**src/rtl/mdu_iter.sv**
```systemverilog
// mdu_iter: iterative multiply/divide unit with HI/LO result registers.
// Multiplies by shift-add and divides by restoring division, both on operand
// magnitudes with one iteration per clock. The sign fix-up is applied when
// HI/LO are written.
// Build option: define MDU_DIV_EN to include the divide datapath. Without it,
// div/divu complete in one busy cycle, pulse done with dz=0 and leave HI/LO
// unchanged.
module mdu_iter #(
  parameter int unsigned WIDTH = 32
) (
  input  logic             clk,
  input  logic             rst,
  input  logic             start,
  input  logic [1:0]       op,
  input  logic [WIDTH-1:0] a,
  input  logic [WIDTH-1:0] b,
  input  logic             hi_we,
  input  logic             lo_we,
  input  logic [WIDTH-1:0] wdata,
  output logic             busy,
  output logic             done,
  output logic             dz,
  output logic [WIDTH-1:0] hi,
  output logic [WIDTH-1:0] lo
);

  localparam int unsigned CW = $clog2(WIDTH + 1);
  localparam int unsigned PW = 2 * WIDTH;

  typedef enum logic [1:0] {
    S_IDLE = 2'd0,
    S_CALC = 2'd1,
    S_FIN  = 2'd2
  } state_t;

  state_t           r_state;
  logic [CW-1:0]    r_cnt;
  logic [PW-1:0]    r_prod;    // {upper acc / remainder, multiplier / quotient}
  logic [WIDTH-1:0] r_opnd;    // multiplicand or divisor magnitude
  logic             r_is_div;
  logic             r_neg_q;   // product or quotient needs negating
  logic             r_busy;
  logic             r_done;
  logic             r_dz;
  logic [WIDTH-1:0] r_hi;
  logic [WIDTH-1:0] r_lo;
`ifdef MDU_DIV_EN
  logic             r_neg_r;   // remainder takes the dividend sign
  logic             r_zero;    // divisor was zero
  logic [WIDTH-1:0] r_a;       // original dividend for the divide-by-zero result
`endif

  // Two's-complement negate at operand width
  function automatic logic [WIDTH-1:0] neg_w(input logic [WIDTH-1:0] x);
    return ~x + WIDTH'(1);
  endfunction

  logic             w_signed;
  logic             w_a_neg;
  logic             w_b_neg;
  logic [WIDTH-1:0] w_mag_a;
  logic [WIDTH-1:0] w_mag_b;
  logic [WIDTH:0]   w_add;
  logic [PW-1:0]    w_mul_next;
  logic [PW-1:0]    w_next;
  logic [PW-1:0]    w_mul_res;

  // Operand magnitudes from the live inputs, captured on an accepted start
  assign w_signed = ~op[0];
  assign w_a_neg  = w_signed & a[WIDTH-1];
  assign w_b_neg  = w_signed & b[WIDTH-1];
  assign w_mag_a  = w_a_neg ? neg_w(a) : a;
  assign w_mag_b  = w_b_neg ? neg_w(b) : b;

  // One shift-add step: conditionally add, then shift {carry, acc, mplier} right
  assign w_add      = {1'b0, r_prod[PW-1:WIDTH]} + (r_prod[0] ? {1'b0, r_opnd} : '0);
  assign w_mul_next = {w_add, r_prod[WIDTH-1:1]};
  assign w_mul_res  = r_neg_q ? (~r_prod + PW'(1)) : r_prod;

`ifdef MDU_DIV_EN
  logic [WIDTH:0]   w_shift;
  logic             w_ge;
  logic [WIDTH-1:0] w_diff;
  logic [PW-1:0]    w_div_next;
  logic [WIDTH-1:0] w_quo;
  logic [WIDTH-1:0] w_rem;

  // One restoring step: shift in the next dividend bit, subtract if it fits.
  // The difference is below the divisor, so WIDTH bits hold it exactly.
  assign w_shift    = {r_prod[PW-1:WIDTH], r_prod[WIDTH-1]};
  assign w_ge       = (w_shift >= {1'b0, r_opnd});
  assign w_diff     = w_shift[WIDTH-1:0] - r_opnd;
  assign w_div_next = w_ge ? {w_diff, r_prod[WIDTH-2:0], 1'b1}
                           : {w_shift[WIDTH-1:0], r_prod[WIDTH-2:0], 1'b0};
  assign w_quo      = r_neg_q ? neg_w(r_prod[WIDTH-1:0]) : r_prod[WIDTH-1:0];
  assign w_rem      = r_neg_r ? neg_w(r_prod[PW-1:WIDTH]) : r_prod[PW-1:WIDTH];
  assign w_next     = r_is_div ? w_div_next : w_mul_next;
`else
  assign w_next     = w_mul_next;
`endif

  // Control FSM, iteration datapath and HI/LO registers
  always_ff @(posedge clk or negedge rst) begin
    if (!rst) begin
      r_state  <= S_IDLE;
      r_cnt    <= '0;
      r_prod   <= '0;
      r_opnd   <= '0;
      r_is_div <= 1'b0;
      r_neg_q  <= 1'b0;
      r_busy   <= 1'b0;
      r_done   <= 1'b0;
      r_dz     <= 1'b0;
      r_hi     <= '0;
      r_lo     <= '0;
`ifdef MDU_DIV_EN
      r_neg_r  <= 1'b0;
      r_zero   <= 1'b0;
      r_a      <= '0;
`endif
    end else begin
      r_done <= 1'b0;
      r_dz   <= 1'b0;
      case (r_state)
        S_IDLE: begin
          if (start) begin
            r_is_div <= op[1];
            r_neg_q  <= w_a_neg ^ w_b_neg;
            r_opnd   <= op[1] ? w_mag_b : w_mag_a;
            r_prod   <= {WIDTH'(0), (op[1] ? w_mag_a : w_mag_b)};
            r_cnt    <= '0;
            r_busy   <= 1'b1;
`ifdef MDU_DIV_EN
            r_neg_r  <= w_a_neg;
            r_zero   <= (b == '0);
            r_a      <= a;
            r_state  <= S_CALC;
`else
            r_state  <= op[1] ? S_FIN : S_CALC;
`endif
          end else begin
            if (hi_we) r_hi <= wdata;
            if (lo_we) r_lo <= wdata;
          end
        end
        S_CALC: begin
          r_prod <= w_next;
          r_cnt  <= r_cnt + CW'(1);
          if (r_cnt == CW'(WIDTH - 1)) r_state <= S_FIN;
        end
        S_FIN: begin
          r_done  <= 1'b1;
          r_busy  <= 1'b0;
          r_cnt   <= '0;
          r_state <= S_IDLE;
          if (!r_is_div) begin
            r_hi <= w_mul_res[PW-1:WIDTH];
            r_lo <= w_mul_res[WIDTH-1:0];
          end
`ifdef MDU_DIV_EN
          else if (r_zero) begin
            r_dz <= 1'b1;
            r_lo <= '1;
            r_hi <= r_a;
          end else begin
            r_lo <= w_quo;
            r_hi <= w_rem;
          end
`endif
        end
        default: begin
          r_busy  <= 1'b0;
          r_state <= S_IDLE;
        end
      endcase
    end
  end

  assign busy = r_busy;
  assign done = r_done;
  assign dz   = r_dz;
  assign hi   = r_hi;
  assign lo   = r_lo;

endmodule

```
**config.mk**
```make
export PLATFORM = sky130hd
export DESIGN_NAME = mdu_iter
export DESIGN_NICKNAME = d
export VERILOG_FILES = /design/src/rtl/mdu_iter.sv
export SDC_FILE = /design/constraint.sdc
export NUM_CORES = 1
export LEC_CHECK = 0
export ABC_CLOCK_PERIOD_IN_PS = 4200
export CORE_MARGIN = 10
export CORE_UTILIZATION = 30
export DETAILED_ROUTE_END_ITERATION = 8
export GPL_ROUTABILITY_DRIVEN = 1
export PLACE_DENSITY = 0.54
export SLEW_MARGIN = 40
export SYNTH_ARGS = -nofsm -noshare
export SYNTH_HDL_FRONTEND = slang
export SYNTH_SLANG_ARGS = --single-unit
```
**constraint.sdc**
```tcl
create_clock -name clk -period 4.2 [get_ports clk]
set_input_delay 0.84 -clock clk [delete_from_list [all_inputs] [get_ports clk]]
set_output_delay 0.84 -clock clk [all_outputs]
set_load 0.005 [all_outputs]
```
---- Word-level counts from Yosys, hierarchy flattened ----
Cells that the tools add are included.
storage, ports and cells
  bits in registers ....................... 172
  input bits .............................. 103
  output and inout port bits .............. 67
  word-level logic and storage cells ...... 68
operators by class
  add/subtract/negate cells ............... 5
  eq/ne operators ......................... 9
  muxes and demuxes ....................... 25
  bitwise gates (word level) .............. 8
  reduce and logical (&&, ||, !) cells .... 11
operator list
  kind                     number
  $mux W32                 11
  $mux W64                 2
  $pmux W32 S2             2
  $pmux W64 S2             1
  $add A32 B1 Y32 const B  2
  $add A64 B1 Y64 const B  1
  $not A32 Y32             2
  $not A64 Y64             1
  $add A32 B32 Y33         1
  $pmux W6 S3              1
  $ne A2 B2 Y1 const B     6
  $reduce_and A2 Y1        5
  $reduce_and A4 Y1        2
  $add A6 B1 Y6 const B    1
  $eq A6 B5 Y1 const B     1
  $mux W2                  3
  $mux W6                  1
  $pmux W2 S2              1
  $reduce_bool A2 Y1       2
  $reduce_bool A3 Y1       1
  $and A1 B1 Y1            2
  $eq A2 B1 Y1 const B     1
  $eq A2 B2 Y1 const B     1
  $logic_not A2 Y1         1
  other kinds (4)          6

---- Longest topological paths before layout ----
  word-level depth ........................ 6
  mapped depth ............................ 13
  gate-level depth less buffers ........... 11

---- Worst setup path after synthesis ----
Ideal clock, no wire load.
  path type ............................... flip-flop to flip-flop
  from .................................... register r_prod[0]
  to ...................................... register r_prod[56]
  setup time .............................. 0.069 ns
  data arrival time ....................... 2.917 ns
  required time ........................... 4.131 ns
  slack ................................... 1.214 ns
  stages on the path, launching flop included .. 12
  buffers on the path ..................... 2
  period minus slack after synthesis ...... 2.986 ns
  path through ............................ dfrtp_1 clkbuf_1 clkbuf_1 and2_1 ha_1 o211ai_1 o21ai_0 o221ai_1 a2111oi_0 nor2_1 or4_1 nand3_1
on the way
  word-level cells in the longest chain between the ends .. 3
RTL lines
  item                    RTL line  source
  from (decl)             38        logic [PW-1:0] r_prod;
  from (signal assigned)  130       r_prod <= {WIDTH'(0), (op[1] ? w_mag_a : w_mag_b)};
  from (signal assigned)  147       r_prod <= w_next;
  $mux W32                76        assign w_add = {1'b0, r_prod[PW-1:WIDTH]} + (r_prod[0] ? {1'b0, r_opnd} : '0);
  $add A32 B32 Y33        76
  $pmux W64 S2            124       case (r_state)
No other way between the ends.
A chain may end at the register's enable or synchronous reset.

---- Worst setup path in the final report ----
Ends and elaborated chain as after synthesis.

==> results by group <==
Status
  • Run status: completed

Global routing
  • Number of global-route vias before repair: 11500
  • First-pass GRT wire length: 72200 um
  • Tot GR Track Use: 18.6%
  • Initial antenna violation count: 0
  • Largest net degree at the start of global routing: 78
  • Gr ovfl total: 0

Final layout
  • Final #Nets: 1735
  • Fin area: 15000 sq um
  • Utilization after layout: 37.6%
  • Ant diodes: 0
  • Layout cells sized above 1: 6.03%
  • Layout area overhead: 23.2%
  • Fillers: 4188

Pwr
  • Lkg Pwr: 6.11 nW
  • PwrDens: 693 nW/um^2
  • Total power: 10.4 mW
  • Max VDD drop: 311 uV

Clock tree
  • Post-CTS setup buffers: 0
  • H-tree levels: 4
  • Longest Clk Path Bufs: 2
  • Num CTS Buffers: 17
  • Clock root buffer: clkbuf_16
  • CTS-repair resized insts: 0
  • # clock sinks: 172
  • Clock-pin transition on the worst setup and hold timing paths: 80 ps
  • CTS tree: built
  • Post-CTS Hold Buffers: 0
  • Clk Latency, worst-skew pair: 440 ps

Floorplan
  • I/O pin cnt: 170
  • DIE AREA: 49100 sq um
  • DIE HEIGHT: 222 um
  • Row count: 73
  • Core ar.: 40000 sq um
  • Die Wd: 222 um
  • Initial Utilization: 30.5%

Place
  • Routability cong.: 0.900
  • Hpwl dp: 37500 um
  • DP Area: 14500 sq um
  • Place WS: 512 ps
  • PortBufs: 168

Yosys
  • Number of library cell types mapped by synthesis: 72
  • Top_reg_cell synth: dfrtp_1
  • Post-synthesis net count: 1612
  • Synthesized instance count: 1472
  • Synthesized flop and latch total: 172
  • Mapped Area: 12200 sq um
  • EDFF count, synth: 0
  • Synth warnings: 0
  • Post-synthesis sequential area ratio: 35.3%
  • Avg Cell Area, Syn: 8.29 sq um
  • Ys async rst share: 100%

STA
  • Total negative slack: 0 ps
  • Max_slew headroom: 52.0%
  • Clock Skew: 10.2 ps
  • Max-slew violation count: 0
  • Final min period: 3490 ps
  • RSZ-0062 raised after global routing: false
  • Final Setup Violations: 0
  • PnR worst setup slack: 710 ps
  • Fin crit share: 83.1%
  • Final hold vios: 0
  • Worst slew pin tran: 718 ps
  • Highest clock rate: 287 MHz

Route
  • Drt via density: 5.61
  • Remaining DRCs: 0
  • Routed len/inst: 22.3 um
  • Routed wire length: 47500 um
  • Total vias in the final route: 12000
  • Remaining antenna violation count after routing: 0
  • DR pass1 iterations: 7
  • DRT iter0 DRCs: 1117

Setup path
  • CP Launch Type: flip-flop
  • Critical path class: flip-flop to flip-flop
  • Critical Path Fanout Max: 12
  • Crit end category: flip-flop
  • Arrival time at the worst endpoint: 3870 ps
  • Critical path required time: 4580 ps

Flow run
  • Max-cap violations: 0

Worst hold path
  • Worst Hold Class: primary input to asynchronous set/reset pin
## report_power, final
| part | total [mW] | internal, mW | switching, mW |
|---|---|---|---|
| sequential | 3.52 | 2.43 | 1.09 |
| clock | 1.61 | 0.847 | 0.760 |
| combinational | 5.28 | 2.37 | 2.91 |
## critical path: stages, from the launching register on
cell	delay, ps
dfrtp_1	540
and2_1	220
ha_1	350
o211ai_1	100
o21ai_0	450
o221ai_1	310
a2111oi_0	620
buf_4	220
nor2_1	50
or4_1	490
nand3_1	80
## cell type report
cell class	count	area (sq um)	share of cell area (%)
multi-input cells	1183	7470	49.7
flip-flops and latches	172	4310	28.7
repair buffers	198	1930	12.8
well taps	525	657	4.37
clock buffers	19	443	2.95
clock inverters	13	130	0.866
inverters	23	86.3	0.575
## worst paths after layout
check | from | endpoint | slack [ps] | cells after the start
max | r_prod[0]$_DFFE_PN0P_ | r_prod[56]$_DFFE_PN0P_ | 710 | 10
min | rst | hi[14]$_DFFE_PN0P_ | 420 | 1
max reg2reg | r_prod[0]$_DFFE_PN0P_ | r_prod[56]$_DFFE_PN0P_ | 710 | 10
min reg2reg | r_opnd[9]$_DFFE_PN0P_ | r_opnd[9]$_DFFE_PN0P_ | 470 | 2
max in group asynchronous | rst | r_opnd[7]$_DFFE_PN0P_ | 2900 | 2
min in group clk | r_opnd[9]$_DFFE_PN0P_ | r_opnd[9]$_DFFE_PN0P_ | 470 | 2
## flip-flops by register name (all words and copies together) (netlist names), 2 cells and up
name	count
hi	32
lo	32
r_cnt	6
r_opnd	32
r_prod	64
r_state	2
## placed cells by master (no fill, tap or decap), drive strengths merged, types with 21 or more instances in the layout
master         instances
xnor2                 50
o221ai                21
and2                  36
xor2                  88
nand3                 32
dfrtp                172
ha                    36
a21o                  28
o31ai                 44
nor2                 143
inv                   28
o21ai                143
buf                   31
clkdlybuf4s50        166
a21oi                116
nand2                150
## layer usage
| metal | up-vias | track usage [%] | routed length (um) |
|---|---|---|---|
| met3 | 48 | 3.39 | 3070 |
| li1 | 5648 | - | - |
| met5 | - | 0 | 0 |
| met1 | 5828 | 26.2 | 22600 |
| met4 | 0 | 5.05 | 985 |
| met2 | 433 | 28.2 | 20800 |
## through the flow
| step | hold WS [ps] | instances |
|---|---|---|
| floorplan | 431 | 1472 |
| global placement | 446 | 2101 |
| detailed placement | 455 | 2101 |
| CTS | 470 | 2133 |
| global route | 455 | 2133 |
| finish | 416 | 2133 |
## synthesized netlist by cell type, drive strengths merged, types with 21 or more instances
cell type	n	share of area, %
a21o	28	1.7
a21oi	116	4.8
and2	36	1.8
clkbuf	86	2.6
dfrtp	172	35
ha	36	3.7
inv	23	0.71
nand2	150	4.6
nand3	32	1.3
nor2	143	4.4
o21ai	143	5.9
o221ai	21	1.5
o31ai	44	2.8
xnor2	50	3.6
xor2	88	6.3
## logic make-up (layout without fill, tap and decap cells)
logic type | count (synthesis) | in the layout | synth area share [%]
AOI/OAI and AO/OA | 499 | 499 | 26.6
and+or+nand+nor | 494 | 494 | 19.5
DFF | 172 | 172 | 35.3
xor gates and xnor gates | 138 | 138 | 9.91
buffers and inverters | 117 | 253 | 3.65
adders and majority gates | 37 | 37 | 3.86
muxes | 14 | 14 | 1.18
other | 1 | 1 | 0.0307
Power figures use the tool's default switching activity.
